$ cat src/rtl/boot_pkg.sv
// Shared types and constants for the boot-time memory port arbiter.
package boot_pkg;

  typedef enum logic [1:0] {
    LOAD  = 2'd0,
    ARMED = 2'd1,
    RUN   = 2'd2,
    DRAIN = 2'd3
  } state_e;

  typedef enum logic {
    OWN_SPI  = 1'b0,
    OWN_CORE = 1'b1
  } owner_e;

  localparam logic [31:0] END_WORD_DEFAULT = 32'h0000_0FFF;

endpackage

$ cat src/rtl/rsp_owner_fifo.sv
// Small in-order FIFO remembering which requester owns each outstanding read.
module rsp_owner_fifo #(
  parameter int unsigned Depth = 2,
  parameter int unsigned Width = 1
) (
  input  logic             clk_i,
  input  logic             rst_i,
  input  logic             push_i,
  input  logic [Width-1:0] data_i,
  input  logic             pop_i,
  output logic [Width-1:0] data_o,
  output logic             full_o,
  output logic             empty_o
);

  localparam int unsigned PtrW = (Depth > 1) ? $clog2(Depth) : 1;
  localparam int unsigned CntW = $clog2(Depth + 1);

  logic [Width-1:0] storage_q [Depth];
  logic [PtrW-1:0]  wr_q, rd_q;
  logic [CntW-1:0]  cnt_q;
  logic             do_push, do_pop;

  assign empty_o = (cnt_q == '0);
  assign full_o  = (cnt_q == CntW'(Depth));
  assign do_pop  = pop_i & ~empty_o;
  // A pop frees a slot in the same cycle, so push is accepted at full alongside it.
  assign do_push = push_i & (~full_o | do_pop);
  assign data_o  = storage_q[rd_q];

  always_ff @(posedge clk_i or posedge rst_i) begin
    if (rst_i) begin
      wr_q  <= '0;
      rd_q  <= '0;
      cnt_q <= '0;
    end else begin
      if (do_push) wr_q <= (wr_q == PtrW'(Depth - 1)) ? '0 : wr_q + 1'b1;
      if (do_pop)  rd_q <= (rd_q == PtrW'(Depth - 1)) ? '0 : rd_q + 1'b1;
      if (do_push && !do_pop)      cnt_q <= cnt_q + 1'b1;
      else if (do_pop && !do_push) cnt_q <= cnt_q - 1'b1;
    end
  end

  always_ff @(posedge clk_i) begin
    if (do_push) storage_q[wr_q] <= data_i;
  end

endmodule

$ cat src/rtl/mem_boot_arbiter.sv
// Shares one memory port between the SPI loader and the core and sequences boot.
// Optional load-idle timeout is enabled by defining BOOT_TIMEOUT_EN.
module mem_boot_arbiter
  import boot_pkg::*;
#(
  parameter int unsigned       ADDR_W      = 32,
  parameter int unsigned       DATA_W      = 32,
  parameter logic [DATA_W-1:0] END_WORD    = DATA_W'(END_WORD_DEFAULT),
  parameter int unsigned       TIMEOUT_CYC = 4096
) (
  input  logic              clk_i,
  input  logic              rst_i,
  input  logic              fetch_enable_i,
  input  logic              spi_req_i,
  input  logic              spi_we_i,
  input  logic [ADDR_W-1:0] spi_addr_i,
  input  logic [DATA_W-1:0] spi_wdata_i,
  output logic              spi_gnt_o,
  output logic              spi_rvalid_o,
  output logic [DATA_W-1:0] spi_rdata_o,
  input  logic              core_req_i,
  input  logic              core_we_i,
  input  logic [ADDR_W-1:0] core_addr_i,
  input  logic [DATA_W-1:0] core_wdata_i,
  output logic              core_gnt_o,
  output logic              core_rvalid_o,
  output logic [DATA_W-1:0] core_rdata_o,
  output logic              mem_req_o,
  output logic              mem_we_o,
  output logic [ADDR_W-1:0] mem_addr_o,
  output logic [DATA_W-1:0] mem_wdata_o,
  input  logic              mem_gnt_i,
  input  logic              mem_rvalid_i,
  input  logic [DATA_W-1:0] mem_rdata_i,
  output logic              fetch_enable_o,
  output state_e            state_o,
  output logic              timeout_o
);

  state_e            state_q, state_d;
  owner_e            rr_q, rr_d, head_owner;
  logic [1:0]        core_out_q, core_out_d;
  logic              fetch_en_q;
  logic              spi_rvalid_q, core_rvalid_q;
  logic [DATA_W-1:0] spi_rdata_q, core_rdata_q;
  logic              spi_elig, core_elig, sel_core, granted;
  logic              fifo_push, fifo_pop, fifo_full, fifo_empty, timeout_hit;
  logic [0:0]        fifo_head;

  // Reads need a free owner slot; writes never return data so they bypass it.
  assign spi_elig  = ~rst_i & spi_req_i & (spi_we_i | ~fifo_full);
  assign core_elig = ~rst_i & (state_q == RUN) & core_req_i & (core_we_i | ~fifo_full);
  assign sel_core  = core_elig & (~spi_elig | (rr_q == OWN_CORE));

  assign mem_req_o   = spi_elig | core_elig;
  assign mem_we_o    = mem_req_o & (sel_core ? core_we_i : spi_we_i);
  assign mem_addr_o  = mem_req_o ? (sel_core ? core_addr_i : spi_addr_i) : '0;
  assign mem_wdata_o = mem_req_o ? (sel_core ? core_wdata_i : spi_wdata_i) : '0;
  assign spi_gnt_o   = spi_elig & ~sel_core & mem_gnt_i;
  assign core_gnt_o  = sel_core & mem_gnt_i;
  assign granted     = spi_gnt_o | core_gnt_o;

  assign fifo_push  = granted & ~mem_we_o;
  assign fifo_pop   = mem_rvalid_i & ~fifo_empty;
  assign head_owner = owner_e'(fifo_head);
  assign rr_d       = granted ? (sel_core ? OWN_SPI : OWN_CORE) : rr_q;

  rsp_owner_fifo #(
    .Depth (2),
    .Width (1)
  ) u_owner_fifo (
    .clk_i   (clk_i),
    .rst_i   (rst_i),
    .push_i  (fifo_push),
    .data_i  (sel_core),
    .pop_i   (fifo_pop),
    .data_o  (fifo_head),
    .full_o  (fifo_full),
    .empty_o (fifo_empty)
  );

  always_comb begin
    core_out_d = core_out_q;
    if (core_gnt_o && !core_we_i)              core_out_d = core_out_d + 2'd1;
    if (fifo_pop && (head_owner == OWN_CORE)) core_out_d = core_out_d - 2'd1;
  end

`ifdef BOOT_TIMEOUT_EN
  localparam int unsigned CntW = $clog2(TIMEOUT_CYC);

  logic [CntW-1:0] idle_q, idle_d;
  logic            timeout_q;

  always_comb begin
    idle_d      = idle_q;
    timeout_hit = 1'b0;
    if (state_q == LOAD) begin
      if (spi_gnt_o)                             idle_d = '0;
      else if (idle_q == CntW'(TIMEOUT_CYC - 1)) timeout_hit = 1'b1;
      else                                       idle_d = idle_q + 1'b1;
    end
  end

  always_ff @(posedge clk_i or posedge rst_i) begin
    if (rst_i) begin
      idle_q    <= '0;
      timeout_q <= 1'b0;
    end else begin
      idle_q <= idle_d;
      if (timeout_hit) timeout_q <= 1'b1;
    end
  end

  assign timeout_o = timeout_q;
`else
  logic unused_timeout_cyc;
  assign unused_timeout_cyc = ^TIMEOUT_CYC;
  assign timeout_hit        = 1'b0;
  assign timeout_o          = 1'b0;
`endif

  always_comb begin
    state_d = state_q;
    unique case (state_q)
      LOAD: begin
        if ((spi_gnt_o && spi_we_i && (spi_wdata_i == END_WORD)) || timeout_hit) state_d = ARMED;
      end
      ARMED:   if (fetch_enable_i)      state_d = RUN;
      RUN:     if (!fetch_enable_i)     state_d = DRAIN;
      DRAIN:   if (core_out_q == 2'd0)  state_d = ARMED;
      default: state_d = LOAD;
    endcase
  end

  always_ff @(posedge clk_i or posedge rst_i) begin
    if (rst_i) begin
      state_q       <= LOAD;
      rr_q          <= OWN_SPI;
      core_out_q    <= 2'd0;
      fetch_en_q    <= 1'b0;
      spi_rvalid_q  <= 1'b0;
      core_rvalid_q <= 1'b0;
      spi_rdata_q   <= '0;
      core_rdata_q  <= '0;
    end else begin
      state_q       <= state_d;
      rr_q          <= rr_d;
      core_out_q    <= core_out_d;
      fetch_en_q    <= (state_d == RUN);
      spi_rvalid_q  <= fifo_pop & (head_owner == OWN_SPI);
      core_rvalid_q <= fifo_pop & (head_owner == OWN_CORE);
      if (fifo_pop && (head_owner == OWN_SPI))  spi_rdata_q  <= mem_rdata_i;
      if (fifo_pop && (head_owner == OWN_CORE)) core_rdata_q <= mem_rdata_i;
    end
  end

  assign state_o        = state_q;
  assign fetch_enable_o = fetch_en_q;
  assign spi_rvalid_o   = spi_rvalid_q;
  assign core_rvalid_o  = core_rvalid_q;
  assign spi_rdata_o    = spi_rdata_q;
  assign core_rdata_o   = core_rdata_q;

endmodule

$ cat config.mk
export PLATFORM = sky130hd
export DESIGN_NAME = mem_boot_arbiter
export DESIGN_NICKNAME = d
export VERILOG_FILES = /design/src/rtl/boot_pkg.sv /design/src/rtl/rsp_owner_fifo.sv /design/src/rtl/mem_boot_arbiter.sv
export SDC_FILE = /design/constraint.sdc
export NUM_CORES = 1
export LEC_CHECK = 0
export BUFFER_PORTS_ARGS = -buffer_cell sky130_fd_sc_hd__buf_2
export CAP_MARGIN = 20
export CORE_AREA = 2 2 119 121
export CTS_CLUSTER_DIAMETER = 60
export DETAILED_ROUTE_END_ITERATION = 8
export DIE_AREA = 0 0 121 123
export GPL_ROUTABILITY_DRIVEN = 0
export PLACE_DENSITY = 0.73
export SETUP_SLACK_MARGIN = 0.5
export SYNTH_ARGS = -nofsm -noshare
export SYNTH_HDL_FRONTEND = slang
export SYNTH_SLANG_ARGS = --single-unit
export TNS_END_PERCENT = 100
$ cat constraint.sdc
create_clock -name clk_i -period 2.56 [get_ports clk_i]
set_input_delay 0.256 -clock clk_i [delete_from_list [all_inputs] [get_ports clk_i]]
set_output_delay 0.256 -clock clk_i [all_outputs]
set_load 0.1 [all_outputs]
# Word-level counts from Yosys, hierarchy flattened

Memory sizes are Yosys's and may differ from the RTL's.
Index checks and enable logic that the tools add are counted.

Equality and inequality tests: 6
Divide/modulo/power cells: 0
Order comparisons: 0
Bitwise operators: 29
Muxes and demuxes: 19
$mul: 0
Shifts and indexed selects: 0
Add/sub/neg operators: 6
Reduce and logical (&&, ||, !) cells: 14

Operators by type and width:

| operator                                         | number |
|---|---|
| 2-to-1 mux 32 bit                                | 4 |
| == test 32 x 12 -> 1 bit, second input constant  | 1 |
| bitwise AND 1 bit                                | 16 |
| 2-to-1 mux 2 bit                                 | 8 |
| == test 2 bit, second input constant             | 4 |
| one-hot mux 2 bit (4 select lines)               | 1 |
| logical AND 1 bit                                | 7 |
| inverter 1 bit                                   | 7 |
| logical NOT 2 bit                                | 3 |
| 2-to-1 mux 1 bit                                 | 6 |
| bitwise OR 1 bit                                 | 6 |
| adder 2 x 1 -> 2 bit, second input constant      | 2 |
| subtractor 2 x 1 -> 2 bit, second input constant | 2 |
| logical NOT 1 bit                                | 3 |
| adder 1 bit, second input constant               | 2 |
| == test 2 x 1 -> 1 bit, second input constant    | 1 |
| nonzero test 2 bit                               | 1 |

Memory bits (read-only): 0
Output and inout bits: 138
Flip-flop bits (word level): 76
Memories kept: 1
Latch bits: 0
Word-level logic and storage cells: 86
Bits of input ports: 169
RAM bits: 2

Memory list:

| memory                 | words | bits a word | rd ports | clocked after Yosys merged registers in | write ports | RTL line             | text |
|---|---|---|---|---|---|---|---|
| u_owner_fifo.storage_q | 2     | 1           | 1        | 0                                       | 1           | rsp_owner_fifo.sv:19 | `logic [Width-1:0] storage_q [Depth];` |

# Logic depth before layout (Yosys ltp)

Gate-level depths: netlist (run 1).

Depth after elaboration: 17
Depth in mapped cells: 9
Mapped depth without buffers: 8

# Hierarchy

A second synthesis (run 1) with hierarchy kept.

Cell total of the unflattened synthesis: 504
Area, all modules: 4,347.9 um2

Modules (own cells, without submodules):

| module           | cells each | area an instance (um2) | times used | seq. area each (um2) |
|---|---|---|---|---|
| mem_boot_arbiter | 481        | 4,053.9                | 1          | 1,801.7 |
| rsp_owner_fifo   | 23         | 294.0                  | 1          | 160.2 |

# Least setup slack after synthesis (run 1)

No wires, ideal clock.

Path kind: register -> register
From: reg state_q[0] (netlist: state_o[0])
To: reg state_q[0] (netlist: state_o[0])
Data arrival time: 3.177 ns
Cell stages (with the launch flop): 5
Data required time: 2.490 ns
Setup time: 0.070 ns
Path slack: -0.687 ns
Period minus slack after synthesis: 3.247 ns
Buffers on the path: 0
Path through: dfrtp_1 -> and4bb_1 -> o21a_2 -> a21oi_1 -> a21o_1

Cells in the longest elaborated chain, start to end: 12
Elaborated cells between the ends (all ways): 18
Classes of those cells: 3 x eq/ne; 5 x mux; 7 x bitwise; 3 x reduce/logical

Ends and longest elaborated chain:

| what                               | RTL line                | text |
|---|---|---|
| from (decl)                        | mem_boot_arbiter.sv:40  | `state_e state_q, state_d;` |
| from (signal assigned)             | mem_boot_arbiter.sv:146 | `state_q <= state_d;` |
| == test 2 bit                      | mem_boot_arbiter.sv:52  | `assign core_elig = ~rst_i & (state_q == RUN) & core_req_i & (core_we_i \| ~fifo_full);` |
| bitwise AND 1 bit (3 in a row)     | mem_boot_arbiter.sv:52  |  |
| bitwise AND 1 bit                  | mem_boot_arbiter.sv:53  | `assign sel_core = core_elig & (~spi_elig \| (rr_q == OWN_CORE));` |
| inverter 1 bit                     | mem_boot_arbiter.sv:59  | `assign spi_gnt_o = spi_elig & ~sel_core & mem_gnt_i;` |
| bitwise AND 1 bit (2 in a row)     | mem_boot_arbiter.sv:59  |  |
| net spi_gnt_o                      | mem_boot_arbiter.sv:18  | `output logic spi_gnt_o,` |
| logical AND 1 bit (2 in a row)     | mem_boot_arbiter.sv:126 | `if ((spi_gnt_o && spi_we_i && (spi_wdata_i == END_WORD)) \|\| timeout_hit) state_d = ARMED;` |
| 2-to-1 mux 2 bit                   | mem_boot_arbiter.sv:126 |  |
| one-hot mux 2 bit (4 select lines) | mem_boot_arbiter.sv:124 | `unique case (state_q)` |
| net state_d[0]                     | mem_boot_arbiter.sv:40  |  |

The timed path passes the listed nets, and every way through them passes these cells.
A chain may end at the register's enable or synchronous reset.

# Worst setup path after layout (run 1)

From: reg state_q[1] (netlist: state_o[1])
To: out mem_addr_o[16]

Cells in the longest elaborated chain, start to end: 7
Elaborated cells between the ends (all ways): 8
Classes of those cells: 1 x eq/ne; 2 x mux; 5 x bitwise

Ends and longest elaborated chain:

| what                               | RTL line               | text |
|---|---|---|
| == test 2 bit (*)                  | mem_boot_arbiter.sv:52 |  |
| bitwise AND 1 bit (*) (3 in a row) | mem_boot_arbiter.sv:52 |  |
| bitwise AND 1 bit                  | mem_boot_arbiter.sv:53 |  |
| 2-to-1 mux 32 bit                  | mem_boot_arbiter.sv:57 | `assign mem_addr_o = mem_req_o ? (sel_core ? core_addr_i : spi_addr_i) : '0;` |
| 2-to-1 mux 32 bit (*)              | mem_boot_arbiter.sv:57 |  |
| to (decl)                          | mem_boot_arbiter.sv:30 | `output logic [ADDR_W-1:0] mem_addr_o,` |

Mark *: on every way between the ends. The rest lies on a longest branch, timed or not.

==> run_results.csv, run 1 <==
group,metric,value,unit
sta,fin_crit_sh,0.903,
worst_hold_path,hp-class,"input port to asynchronous set/reset pin",
routing,dr.first_iter.drc_count,236,
yosys,ys_seq_area_frac,0.466,
flow_run,cap_violations,0,
routing,drt-wirelength-per-cell,16.7,µm
yosys,synth.area.top_cells,"dfrtp_1 45%, nand2_1 20%, nand3_1 8.0%",
sta,skew,6.67,ps
placement,port_buffers,305,
power_and_ir_drop,combPwrFrac,0.665,
routing,routed_via_density,4.82,
sta,worst_pin_slew,558,ps
clock_tree,clk_latency,330,ps
setup_path,critical_path_class,"flip-flop to output port",
grt,grt_usage,0.213,
placement,hpwl,12500,µm
power_and_ir_drop,ir_drop,0.000821,V
yosys,synth-edff-count,2,
setup_path,critPathMaxFanout,13,
yosys,async_flop_share,0.974,
clock_tree,cts_buffer_depth,2,
routing,num_vias,4842,
cells_and_area,final_nets,990,
yosys,syn_inst,510,
clock_tree,h-tree-depth,3,
clock_tree,path_clk_slew,70,ps
sta,tns,0,ps
sta,rsz0062_at_grt,"yes",
setup_path,crit_path_start_kind,"flip-flop",
floorplanning,core,0.0136,mm²
power_and_ir_drop,seqPwrFrac,0.212,
setup_path,end_kind,"output port",
setup_path,crit_arrival,2060,ps
sta,fin_crit,2310,ps
yosys,synth_top_area_share,0.452,
power_and_ir_drop,swShare,0.625,
power_and_ir_drop,pwr-share-clk,0.123,
sta,relSlewSlack,0.627,
yosys,yosysWarnings,0,
yosys,synth_nets,681,
floorplanning,fp.dieW,121,µm
yosys,ys_ff_latch,78,
routing,postRouteWirelength,16800,µm
sta,hold_viol,0,
routing,ant_nets,0,
power_and_ir_drop,cellLeakagePower,0.00404,µW
cells_and_area,drive_above_1_share,0.578,
yosys,avgSynthCellArea,8.25,µm²
clock_tree,numCtsBuffers,9,
yosys,yosysTopAreaCell,"dfrtp_1",
grt,grt_pass1_wl,24800,µm
grt,grt_pass1_vias,4778,
sta,hold_slack,64.2,ps
status,status,"complete, no violations",
sta,fmax,432,MHz
floorplanning,fp-row-count,43,
grt,grt_antenna_before_repair,1,
clock_tree,cts_sinks,78,
grt,grt_max_degree,77,
yosys,netlist_area,0.00421,mm²
floorplanning,die_h,123,µm
routing,drc,0,
power_and_ir_drop,power_density,1180,mW/mm²
floorplanning,dieArea,0.0149,mm²
clock_tree,cts_hold_buf,0,
floorplanning,initial_core_util,0.309,
power_and_ir_drop,p_int,3680,µW
power_and_ir_drop,power.switching,6140,µW
routing,dr.pass1.iters,4,
grt,grt_remaining_overflow,0,
yosys,synthTopCellsByCount,"229 x nand2_1, 76 x dfrtp_1, 67 x nand3_1, 28 x mux2_1, 21 x buf_2",
clock_tree,cts_tree,"done",
sta,drv_slew,0,
clock_tree,root_buffer,"clkbuf_16",
yosys,synthMostInstantiatedCell,"nand2_1",
floorplanning,io_pins,307,
sta,setup_viol,0,
cells_and_area,area_delta_synth_final,98.2,%
yosys,ys.flop_type,"dfrtp_1",
yosys,ys_types,43,
setup_path,cp.required,2300,ps
layer usage:
layer,track usage,wire [µm],vias up
met5,0,0,-
met4,0.0632,341,0
met3,0.0475,1020,26
met2,0.371,8840,187
met1,0.265,6610,2341
li1,-,-,2288
cell usage in the layout (no fill, tap or decap), types with 4 or more instances in the layout:
master and instances:
clkbuf_16 11, nor4_1 5, inv_1 4, buf_4 11, buf_12 72, nand3_1 32, buf_16 5, nand2_1 157
nand2_4 54, nand2_2 8, xnor2_1 5, mux2_1 28, nand2_8 10, dfrtp_1 74, buf_2 237, mux2_2 4
a21oi_1 4, nand3_2 28, nor2_1 5, nand3_4 7
worst paths after layout:
| kind | start | end | slack [ps] | depth (start not counted) |
|---|---|---|---|---|
| worst max register to register | state_o[0] | u_owner_fifo.cnt_q[1] | 580 | 9 |
| min in group clk_i | mem_rdata_i[19] | spi_rdata_o[19] | 130 | 3 |
| max in group asynchronous | rst_i | core_rdata_o[14] | 2170 | 3 |
| worst max-delay path | state_o[1] | mem_addr_o[16] | 250 | 8 |
| worst min register to register | spi_rdata_o[2] | spi_rdata_o[2] | 470 | 2 |
| worst min-delay path | rst_i | u_owner_fifo.cnt_q[1] | 60 | 3 |
metrics by stage:
stage                     cells  cell area (µm²)   util  total power (µW)  setup slack [ps]
final                      1005             8340  0.613              9820               248
after global routing       1004             8340  0.612             10200               182
after CTS                  1000             8210  0.603              9880               240
after detailed placement    970             7560  0.556              8600               353
after global placement      970             7560  0.556              8510               398
after floorplan             510             4940      -              7310               263
critical path, stage by stage (launching register included):
cell and delay [ps]:
dfrtp_4 480, and4bb_1 210, o21a_2 140, o21ai_4 90, buf_4 200, clkbuf_16 190, nand3_1 130, nand2_4 120
buf_12 170
state kept, by name, summed over array words and instances (netlist names), 2 cells and up:
register                flops
core_rdata_o               32
spi_rdata_o                32
core_out_q                  2
state_o                     2
u_owner_fifo.cnt_q          2
u_owner_fifo.storage_q      2
final cells by class:
| cell class | instances | area, µm² |
|---|---|---|
| repair buffers | 331 | 2950 |
| fillers | 1101 | 5270 |
| multi-input cells | 392 | 2870 |
| clock buffers | 9 | 225 |
| diodes | 1 | 2.50 |
| inverters | 7 | 32.5 |
| clock inverters | 7 | 66.3 |
| well taps | 180 | 225 |
| flip-flops and latches | 78 | 1970 |
timing repair:
item	CTS	global route
resized for setup	40	14
cloned	4	2
pin swaps	2	14
setup endpoints to repair	68	68
setup buffers	10	2
cell families after synthesis:
logic type,after synthesis,synth area share
adders and majority gates,3,0.00833
other,1,0.000891
and+or+nand+nor,325,0.333
xor gates and xnor gates,8,0.0167
AOI/OAI and AO/OA,21,0.0312
DFF,78,0.466
muxes,34,0.0904
buffers and inverters,40,0.0535
power groups by stage:
stage | clock (µW) | combinational (µW) | sequential [µW]
after detailed placement | 0 | 6490 | 2110
after floorplan | 0 | 1500 | 5810
final | 1210 | 6530 | 2080
after global routing | 1300 | 6750 | 2150
after global placement | 0 | 6440 | 2080
after CTS | 1240 | 6550 | 2080
No activity file was read; power rests on OpenSTA's default activity.
==> run 2, diff against run 1 <==
Settings changed: GPL_ROUTABILITY_DRIVEN 0 to not set.
Clock period 2.56 ns to 2.2 ns, I/O delays scaled along.
==> run 2 against run 1 <==
Against the previous run:
- the run now ends with negative setup slack left
- register-to-register slack got worse by 430 ps
- combinational power rose by 23%
- sequential cell count did not move
- clock power rose by 12%
- global-route usage rose by 2.8 points
==> run_results.csv, run 2 (synthesis results as in run 1) <==
group,metric,value,unit
cells_and_area,final_nets,1014,
grt,grt_max_degree,42,
sta,rsz0062_at_grt,"yes",
clock_tree,cts_buffer_depth,2,
routing,dr.pass1.iters,4,
setup_path,end_kind,"output port",
power_and_ir_drop,p_int,4530,µW
sta,fmax,420,MHz
cells_and_area,fin_cells,1033,
power_and_ir_drop,combPwrFrac,0.679,
sta,tns,-9120,ps
floorplanning,io_pins,307,
placement,gp_congestion,0.819,
placement,dp.cells,976,
cells_and_area,final_common_cell,"buf_2",
floorplanning,die_h,123,µm
sta,skew,12.3,ps
placement,hpwl,13300,µm
floorplanning,dieArea,0.0149,mm²
placement,dp_slack,-2.53,ps
clock_tree,root_buffer,"clkbuf_16",
power_and_ir_drop,ir_drop,0.000848,V
power_and_ir_drop,seqPwrFrac,0.206,
sta,fin_crit,2380,ps
sta,worst_slack,-181,ps
power_and_ir_drop,finalPower,11800,µW
status,violations,"negative setup slack",
sta,setup_viol,65,
routing,drc,0,
setup_path,rr_endpoint,"u_owner_fifo.cnt_q[1]",
grt,grt_pass1_wl,27400,µm
grt,grt_usage,0.241,
cells_and_area,final_area,0.00943,mm²
clock_tree,numCtsBuffers,9,
power_and_ir_drop,power.switching,7320,µW
setup_path,reg2regPathDepth,9,
power_and_ir_drop,power_density,1260,mW/mm²
setup_path,cp_cell_sequence,"and4bb_2 -> o21a_4 -> o21ai_4 -> clkinv_4 -> buf_6 -> clkbuf_16 -> nand2_2 -> nand2_4 -> buf_12",
sta,fin_crit_sh,1.08,
setup_path,crit_arrival,2160,ps
setup_path,critPathMaxFanout,8,
routing,ant_nets,0,
worst_hold_path,hp-class,"input port to flip-flop",
clock_tree,clk_latency,330,ps
sta,worst_pin_slew,546,ps
setup_path,rrSetupSlack,150,ps
status,status,"complete, but fails checks",
grt,grt_antenna_before_repair,5,
setup_path,r2r-start,"state_o[0]",
setup_path,slowest_delay,480,ps
cells_and_area,area_delta_synth_final,124,%
floorplanning,core,0.0136,mm²
worst_hold_path,min_path_cells,3,
routing,routed_via_density,5.06,
setup_path,cp.required,1980,ps
placement,port_buffers,305,
floorplanning,initial_core_util,0.309,
sta,drv_slew,0,
power_and_ir_drop,pwr-share-clk,0.115,
floorplanning,fp.dieW,121,µm
clock_tree,cts_sinks,78,
setup_path,crit_slowest_cell,"dfrtp_4",
placement,place_area,0.00788,mm²
setup_path,critical_path_class,"flip-flop to output port",
floorplanning,fp-row-count,43,
cells_and_area,drive_above_1_share,0.662,
power_and_ir_drop,swShare,0.618,
clock_tree,h-tree-depth,3,
sta,hold_viol,0,
clock_tree,cts_tree,"done",
grt,grt_pass1_vias,5303,
routing,drt-wirelength-per-cell,20.1,µm
cells_and_area,final_cell_mix,"237 x buf_2, 103 x nand2_1, 79 x buf_12, 73 x dfrtp_1, 69 x nand2_4",
routing,dr.first_iter.drc_count,284,
clock_tree,path_clk_slew,70,ps
worst_hold_path,hold_start,"mem_rdata_i[0]",
power_and_ir_drop,cellLeakagePower,0.00457,µW
routing,postRouteWirelength,20800,µm
flow_run,cap_violations,0,
setup_path,crit_path_start_kind,"flip-flop",
routing,num_vias,5222,
sta,relSlewSlack,0.635,
grt,grt_remaining_overflow,0,
worst_hold_path,hold_end,"spi_rdata_o[0]",
==> run 2: cell count changes in the layout (fill, tap and decap cells not counted), moves of 3 or more <==
cell,delta
buf_6,+3
nand3_2,-7
buf_12,+7
nand2_4,+15
diode_2,+4
nand3_4,+6
nand2_8,+25
bufbuf_16,+3
buf_4,+8
clkbuf_16,+4
nand2_2,+14
nand2_1,-54
==> run 2: layer usage <==
metal / vias to the layer above / wire length (µm) / track usage
li1: 2363 / - / -
met1: 2541 / 7150 / 0.261
met2: 262 / 11100 / 0.442
met3: 54 / 1700 / 0.0692
met4: 2 / 769 / 0.0988
met5: - / 13 / 0
==> run 2: layout make-up <==
class	instances	area (µm²)
Antenna cell	5	12.5
Timing Repair Buffer	354	3320
Multi-Input combinational cell	393	3590
Clock buffer	11	243
Fill cell	871	4180
Sequential cell	78	1970
Inverter	7	40.0
Clock inverter	5	33.8
Tap cell	180	225
==> run 2: worst max-delay path by stage <==
stage / start / end / slack, ps / cells after the start
detailed placement: state_o[0] / mem_addr_o[15] / -3 / 8
global placement: state_o[0] / mem_addr_o[20] / 60 / 8
finish: state_o[0] / mem_wdata_o[13] / -180 / 9
CTS: state_o[0] / mem_wdata_o[15] / -140 / 9
floorplan: state_o[1] / mem_wdata_o[13] / -20 / 8
global route: u_owner_fifo.cnt_q[0] / mem_wdata_o[11] / -230 / 9
==> run 2: repair_timing <==
item,4_1_cts,5_1_grt
pin swaps,12,51
hold buffers,1,0
setup endpoints to repair,115,82
gates cloned,7,6
gates resized for setup,80,83
buffers inserted,14,8
endpoints found under the hold margin,21,0
==> run 2: critical path: cells and delay by family, from the launching register on <==
family / cells / cell delay (ps)
compound gates: 2 / 260
flops: 1 / 480
buf+inv: 4 / 600
simple gates: 3 / 480
==> run 2: stage by stage <==
step | hold WS [ps] | util
after detailed placement | 329 | 0.579
after global placement | 323 | 0.579
after CTS | 84.9 | 0.648
after global routing | 95.0 | 0.692
after floorplan | 324 | -
final | 101 | 0.693
==> run 2: power by group through the flow <==
stage | clock [µW] | sequential, µW | combinational, µW
after floorplan | 0 | 6760 | 1760
after detailed placement | 0 | 2450 | 7620
after CTS | 1390 | 2440 | 7900
final | 1360 | 2440 | 8040
after global placement | 0 | 2400 | 7550
after global routing | 1450 | 2510 | 8320
==> run 3, diff against run 2 <==
Settings changed: RECOVER_POWER set to 50.
==> run 3 against run 2 <==
Against the previous run:
- the run still ends with negative setup slack left
- critical path type unchanged
- count of clock-buffer cells in the layout stayed put
- total power hardly changed
- design area hardly changed
==> run_results.csv, run 3 (synthesis results as in run 1) <==
group,metric,value,unit
status,status,"complete, but fails checks",
status,violations,"negative setup slack",
setup_path,crit_family,"buffers and inverters",
clock_tree,path_clk_slew,70,ps
routing,ant_nets,0,
worst_hold_path,hold_end,"spi_rdata_o[0]",
floorplanning,die_h,123,µm
cells_and_area,final_area,0.00943,mm²
cells_and_area,final_nets,1014,
setup_path,crit_path_start_kind,"flip-flop",
sta,worst_pin_slew,1110,ps
clock_tree,clk_latency,330,ps
worst_hold_path,hp-class,"input port to flip-flop",
clock_tree,cts_tree,"done",
clock_tree,root_buffer,"clkbuf_16",
setup_path,slowest_delay,480,ps
sta,worst_slack,-181,ps
setup_path,crit_slowest_cell,"dfrtp_4",
setup_path,rrSetupSlack,150,ps
placement,hpwl,13300,µm
sta,skew,12.4,ps
cells_and_area,nFillCells,872,
routing,postRouteWirelength,20800,µm
worst_hold_path,hold_start,"mem_rdata_i[0]",
setup_path,cp_cell_sequence,"and4bb_2 -> o21a_4 -> o21ai_4 -> clkinv_4 -> buf_6 -> clkbuf_16 -> nand2_2 -> nand2_4 -> buf_12",
cells_and_area,drive_above_1_share,0.662,
floorplanning,fp.dieW,121,µm
floorplanning,core,0.0136,mm²
floorplanning,dieArea,0.0149,mm²
power_and_ir_drop,ir_drop,0.000848,V
grt,grt_remaining_overflow,0,
clock_tree,h-tree-depth,3,
sta,rsz0062_at_grt,"yes",
placement,port_buffers,305,
cells_and_area,area_delta_synth_final,124,%
setup_path,end_kind,"output port",
routing,drc,0,
sta,setup_viol,65,
floorplanning,fp-row-count,43,
setup_path,r2r-start,"state_o[0]",
setup_path,reg2regPathDepth,9,
sta,fin_crit,2380,ps
clock_tree,numCtsBuffers,9,
routing,dr.pass1.iters,4,
routing,dr.first_iter.drc_count,283,
clock_tree,cts_sinks,78,
setup_path,crit_arrival,2160,ps
grt,grt_pass1_wl,27400,µm
grt,grt_usage,0.241,
floorplanning,io_pins,307,
floorplanning,initial_core_util,0.309,
sta,drv_slew,0,
grt,grt_pass1_vias,5303,
setup_path,cp.required,1980,ps
setup_path,critical_path_class,"flip-flop to output port",
cells_and_area,final_common_cell,"buf_2",
sta,hold_viol,0,
setup_path,critPathMaxFanout,8,
routing,num_vias,5233,
power_and_ir_drop,power_density,1260,mW/mm²
sta,fin_crit_sh,1.08,
setup_path,rr_endpoint,"u_owner_fifo.cnt_q[1]",
clock_tree,cts_buffer_depth,2,
grt,grt_max_degree,42,
placement,gp_congestion,0.819,
cells_and_area,utilization,0.693,
sta,fmax,420,MHz
setup_path,crit_buf_inv,4,
placement,dp_slack,-2.53,ps
power_and_ir_drop,cellLeakagePower,0.00457,µW
routing,routed_via_density,5.07,
flow_run,cap_violations,0,
cells_and_area,final_cell_mix,"237 x buf_2, 103 x nand2_1, 79 x buf_12, 73 x dfrtp_1, 69 x nand2_4",
placement,place_area,0.00788,mm²
worst_hold_path,min_path_cells,3,
routing,drt-wirelength-per-cell,20.1,µm
sta,relSlewSlack,0.259,
grt,grt_antenna_before_repair,5,
==> run 3: layout make-up <==
class                           count  area (µm²)  share of cell area
Antenna cell                        5        12.5             0.00133
Multi-Input combinational cell    393        3590               0.380
Clock inverter                      5        33.8             0.00358
Inverter                            7        37.5             0.00398
Clock buffer                       11         243              0.0257
Sequential cell                    78        1970               0.209
Tap cell                          180         225              0.0239
Timing Repair Buffer              354        3320               0.352
==> run 3: per-stage QoR <==
step	hold WS (ps)	cells	total power [µW]	TNS, ps
global placement	323	976	9950	0
detailed placement	329	976	10100	-2.53
CTS	84.9	1014	11700	-5600
floorplan	324	510	8520	-275
global route	95.0	1031	12300	-12420
finish	101	1033	11800	-9130
==> run 3: how the worst max path moves through the flow <==
stage	slack, ps	depth (start not counted)	from	end
6_report	-180	9	state_o[0]	mem_wdata_o[13]
5_1_grt	-230	9	u_owner_fifo.cnt_q[0]	mem_wdata_o[11]
4_1_cts	-140	9	state_o[0]	mem_wdata_o[15]
3_5_place_dp	-3	8	state_o[0]	mem_addr_o[15]
3_3_place_gp	60	8	state_o[0]	mem_addr_o[20]
2_1_floorplan	-20	8	state_o[1]	mem_wdata_o[13]
==> run 3: metal layers <==
metal | part of all wire | GRT usage | up-vias
met2 | 0.54 | 0.442 | 259
met4 | 0.037 | 0.0988 | 2
met3 | 0.079 | 0.0692 | 56
met5 | 0.00063 | 0 | -
met1 | 0.35 | 0.261 | 2553
li1 | - | - | 2363
==> run 3: tightest hold or removal path, delay by kind of cell <==
kind                   cells  cell delay [ps]
buffers and inverters      1               90
and+or+nand+nor            2               80
==> run 3: what timing repair did <==
action,in CTS,in global routing
endpoints found under the setup margin,115,82
cloned,7,6
resized for setup,80,83
setup buffers,14,8
pin swaps,12,51
hold buffers,1,0
hold endpoints to repair,21,0
==> run 3: report_power, final <==
part | switching (µW) | internal (µW) | total [µW]
clock network | 570 | 794 | 1360
logic | 6400 | 1640 | 8040
registers | 347 | 2090 | 2440
total | 7320 | 4530 | 11800
